[src/rtl/bcd_to_bin.sv]
// Sequential reverse double-dabble: packed BCD in, unsigned binary out, one bit per cycle.
// Valid operand finishes BIN_W+1 edges after the accepting edge; a bad digit finishes after one.
module bcd_to_bin #(
  parameter int DIGITS = 4,
  parameter int BIN_W  = 14
) (
  input  logic                  clk,
  input  logic                  reset,
  input  logic                  start,
  input  logic [4*DIGITS-1:0]   bcd_in,
  output logic                  busy,
  output logic                  done,
  output logic                  err,
  output logic [BIN_W-1:0]      bin_out
);

  localparam int BCD_W = 4 * DIGITS;
  localparam int SR_W  = BCD_W + BIN_W;
  localparam int CNT_W = $clog2(BIN_W + 1);

  typedef enum logic [1:0] {
    IDLE   = 2'd0,
    SHIFT  = 2'd1,
    FINISH = 2'd2
  } state_t;

  state_t             state_q, state_d;
  logic [SR_W-1:0]    sr_q, sr_d;
  logic [CNT_W-1:0]   cnt_q, cnt_d;
  logic               done_q, done_d;
  logic               err_q, err_d;
  logic [BIN_W-1:0]   bin_q, bin_d;

  logic               digit_bad;
  logic [SR_W-1:0]    sr_shift;

  always_comb begin
    digit_bad = 1'b0;
    for (int i = 0; i < DIGITS; i++) begin
      if (bcd_in[4*i +: 4] > 4'd9) digit_bad = 1'b1;
    end
  end

  // Shift first, then pull each BCD field back by 3 where its top bit came set.
  always_comb begin
    sr_shift = sr_q >> 1;
    for (int i = 0; i < DIGITS; i++) begin
      if (sr_shift[BIN_W + 4*i + 3])
        sr_shift[BIN_W + 4*i +: 4] = sr_shift[BIN_W + 4*i +: 4] - 4'd3;
    end
  end

  always_ff @(posedge clk or posedge reset) begin
    if (reset) begin
      state_q <= IDLE;
      sr_q    <= '0;
      cnt_q   <= '0;
      done_q  <= 1'b0;
      err_q   <= 1'b0;
      bin_q   <= '0;
    end else begin
      state_q <= state_d;
      sr_q    <= sr_d;
      cnt_q   <= cnt_d;
      done_q  <= done_d;
      err_q   <= err_d;
      bin_q   <= bin_d;
    end
  end

  always_comb begin
    state_d = state_q;
    sr_d    = sr_q;
    cnt_d   = cnt_q;
    done_d  = 1'b0;
    err_d   = err_q;
    bin_d   = bin_q;
    unique case (state_q)
      IDLE: begin
        if (start) begin
          sr_d    = {bcd_in, {BIN_W{1'b0}}};
          cnt_d   = '0;
          err_d   = digit_bad;
          state_d = digit_bad ? FINISH : SHIFT;
        end
      end
      SHIFT: begin
        sr_d  = sr_shift;
        cnt_d = cnt_q + 1'b1;
        if (cnt_q == CNT_W'(BIN_W - 1)) state_d = FINISH;
      end
      FINISH: begin
        bin_d   = err_q ? '0 : sr_q[BIN_W-1:0];
        done_d  = 1'b1;
        state_d = IDLE;
      end
      default: state_d = IDLE;
    endcase
  end

  always_comb begin
    busy    = (state_q != IDLE);
    done    = done_q;
    err     = err_q;
    bin_out = bin_q;
  end

endmodule

[config.mk]
export PLATFORM = sky130hd
export DESIGN_NAME = bcd_to_bin
export DESIGN_NICKNAME = d
export VERILOG_FILES = /design/src/rtl/bcd_to_bin.sv
export SDC_FILE = /design/constraint.sdc
export NUM_CORES = 1
export LEC_CHECK = 0
export ABC_CLOCK_PERIOD_IN_PS = 1630
export CAP_MARGIN = 10
export CORE_MARGIN = 1.5
export CORE_UTILIZATION = 35
export CTS_CLUSTER_DIAMETER = 120
export DETAILED_ROUTE_END_ITERATION = 10
export GPL_ROUTABILITY_DRIVEN = 0
export HOLD_SLACK_MARGIN = 0.15
export SETUP_SLACK_MARGIN = 0.3
export SLEW_MARGIN = 15
export SYNTH_ARGS = -nofsm -noshare
export SYNTH_HDL_FRONTEND = slang
export SYNTH_SLANG_ARGS = --single-unit
[constraint.sdc]
create_clock -name clk -period 1.63 [get_ports clk]
set_clock_uncertainty 0.1 [all_clocks]
set_input_delay 0.163 -clock clk [delete_from_list [all_inputs] [get_ports clk]]
set_output_delay 0.163 -clock clk [all_outputs]
set_load 0.02 [all_outputs]
==> results.json <==
{
  "syn_inst": 253,
  "ys.flop_type": "dfrtp_1",
  "viasPerCell": 4.92,
  "clk_path_buf_depth": 2,
  "gr-total-overflow": 0,
  "synth_seq_cells": 52,
  "rr_worst_depth": 4,
  "core_sq_mm": 0.00679,
  "fin_ws_ns": 0.107,
  "path_buf_inv": 1,
  "cp_max_fo": 6,
  "ir_drop_v": 0.000638,
  "grt_max_degree": 30,
  "yosysMostFrequentCell": "dfrtp_1",
  "dr.pass1.iters": 4,
  "worst_slew_pin_slew_ns": 0.357,
  "p_leak_uw": 0.00157,
  "syn_avg_cell_area_sq_um": 9.72,
  "switching_share_pct": 34.7,
  "grt_pass1_vias": 1877,
  "rsz0062_at_grt": "true",
  "worstSetupPathType": "flop to flop",
  "top_level_ports": 36,
  "cp_cell_sequence": "buf_6 > or3b_4 > o22a_1 > o21a_1",
  "cp.depth": 4,
  "synthArstFlopShare_pct": 100,
  "layout.cells.non_filler": 412,
  "power_density_mw_per_mm2": 1220,
  "power.switching_uw": 1460,
  "antenna_found_initial": 0,
  "ys_types": 29,
  "post-route-util_pct": 50.8,
  "drc": 0,
  "vias": 2029,
  "wl_per_cell_microns": 13.9,
  "p_clk_share_pct": 18.4,
  "slew_headroom_pct": 75.9,
  "final_max_slew_viol_count": 0,
  "maxCapViolCount": 0,
  "dieArea_sq_mm": 0.00754,
  "timing.fmax_mhz": 656,
  "cts_sinks": 52,
  "synth_area_leaders": "dfrtp_1 (53%), nand2_1 (7.3%), o21ai_0 (5.7%)",
  "synth-edff-count": 0,
  "htreeDepth": 2,
  "crit_family": "flip-flops",
  "drive_gt1_share_pct": 25.3,
  "critical_path.slowest_cell": "dfrtp_2",
  "synth_common_cells": "dfrtp_1 (52), nand2_1 (48), o21ai_0 (28), nand3_1 (20), nand2b_1 (17)",
  "synth_nets": 277,
  "drtIter0Drc": 66,
  "run_status": "complete, no violations",
  "start_util_pct": 36.2,
  "arrival_ns": 1.64,
  "clkLatencyLatePin_ns": 0.32,
  "hold_class": "input port to asynchronous set/reset pin",
  "cp_data_required_time_ns": 1.74,
  "yosysSeqAreaShare_pct": 52.9,
  "final-hold-violation-count": 0,
  "netlist.area_leader.share_pct": 52.9,
  "clkSlewWorstSetupHoldPaths_ns": 0.10,
  "end_kind": "flop",
  "p_seq_share_pct": 43.0,
  "diodes": 0,
  "pre_cts_ws_ns": -0.0330,
  "netlist_area_sq_mm": 0.00246,
  "grt_pass1_wl_mm": 9.10,
  "final_antenna_net_count": 0,
  "period_needed_ns": 1.52,
  "grtUsageTotal_pct": 15.2,
  "cts_tree": "done",
  "cp-start-kind": "flop",
  "worst_path_largest_cell_delay_ns": 0.44,
  "area_delta_synth_final_pct": 40.4,
  "cellInternalPower_uw": 2740,
  "chipHeight_microns": 86.8,
  "dp_cells": 384,
  "setup_viol": 0,
  "post-route-period-util_pct": 93.5,
  "cts_buffers": 5,
  "floorplan.rows": 30,
  "synth_warnings": 0,
  "place_hpwl_mm": 3.52,
  "portBuffers": 35,
  "cts_root_buf": "clkbuf_8",
  "drt_wl_total_mm": 5.73,
  "comb_power_share_pct": 38.6,
  "fp.dieW_microns": 86.8,
  "finalNetCount": 339,
  "yosys.area.top_type": "dfrtp_1"
}
-- cell usage in the layout (no fill, tap or decap), types with 5 or more instances in the layout --
cell             count
dlygate4sd2_1       14
nand2b_1            15
buf_6                8
clkbuf_8             5
buf_4               24
dfrtp_1             50
nand2_1             45
xnor2_1              6
clkdlybuf4s50_1     18
o21ai_1              9
o22a_1               9
o21ai_0             19
nand3_1              5
a21oi_1             12
nand3_2             15
ha_1                 5
-- layer usage --
layer | track usage [%] | share of wire, %
met1 | 21.8 | 47
met2 | 23.3 | 47
met3 | 3.05 | 4.4
met4 | 4.25 | 1.6
met5 | 0 | 0
-- kinds of logic after synthesis --
| kind of cell | share of synthesized area [%] |
|---|---|
| fa+ha+maj | 2.54 |
| xor+xnor | 2.14 |
| simple gates | 21.6 |
| buf+inv | 4.17 |
| flops | 52.9 |
| compound gates | 14.5 |
| mux | 2.09 |
-- stage by stage --
| stage | TNS [ns] | hold slack, ns | instance area [sq um] | total power [uW] |
|---|---|---|---|---|
| 5_1_grt | 0 | 0.0796 | 3450 | 4470 |
| 3_5_place_dp | -0.227 | 0.361 | 3000 | 3030 |
| 3_3_place_gp | -0.0142 | 0.360 | 3000 | 3000 |
| 6_report | 0 | 0.0680 | 3450 | 4200 |
| 4_1_cts | 0 | 0.0843 | 3170 | 3890 |
| 2_1_floorplan | 0 | 0.118 | 2460 | 2650 |
-- power groups by stage --
stage / Clock, uW / Sequential [uW] / Combinational [uW]
3_5_place_dp: 0 / 1840 / 1200
2_1_floorplan: 0 / 1780 / 864
3_3_place_gp: 0 / 1830 / 1170
4_1_cts: 779 / 1810 / 1300
6_report: 772 / 1810 / 1620
5_1_grt: 843 / 1840 / 1790
-- worst paths after layout --
path | from | endpoint | slack (ns)
worst max-delay path | state_q[1] | sr_q[17] | 0.11
worst min-delay path | reset | sr_q[0] | 0.07
worst max register to register | state_q[1] | sr_q[17] | 0.11
worst min register to register | bin_out[11] | bin_out[11] | 0.38
max in group asynchronous | reset | bin_out[9] | 0.89
min in group clk | bin_out[11] | bin_out[11] | 0.38
-- state kept, by name, indices dropped and copies added (netlist names) --
name and cells:
state_q 2, cnt_q 4, done 1, sr_q 30
bin_out 14, err 1
-- repair_timing --
item / in CTS / in global routing
endpoints found under the hold margin: 14 / 14
cloned: 2 / 2
setup endpoints to repair: 53 / 54
setup buffers: 5 / 11
pin swaps: 2 / 24
gates resized for setup: 35 / 46
-- final cells by class --
cell class              count  area, sq um
flip-flops and latches     52         1300
clock inverters             2         16.3
fillers                   623         3340
repair buffers             72          718
clock buffers               6         72.6
inverters                   4         18.8
well taps                  96          120
multi-input cells         180         1200
Note: power is estimated with default switching activity, not from simulation.
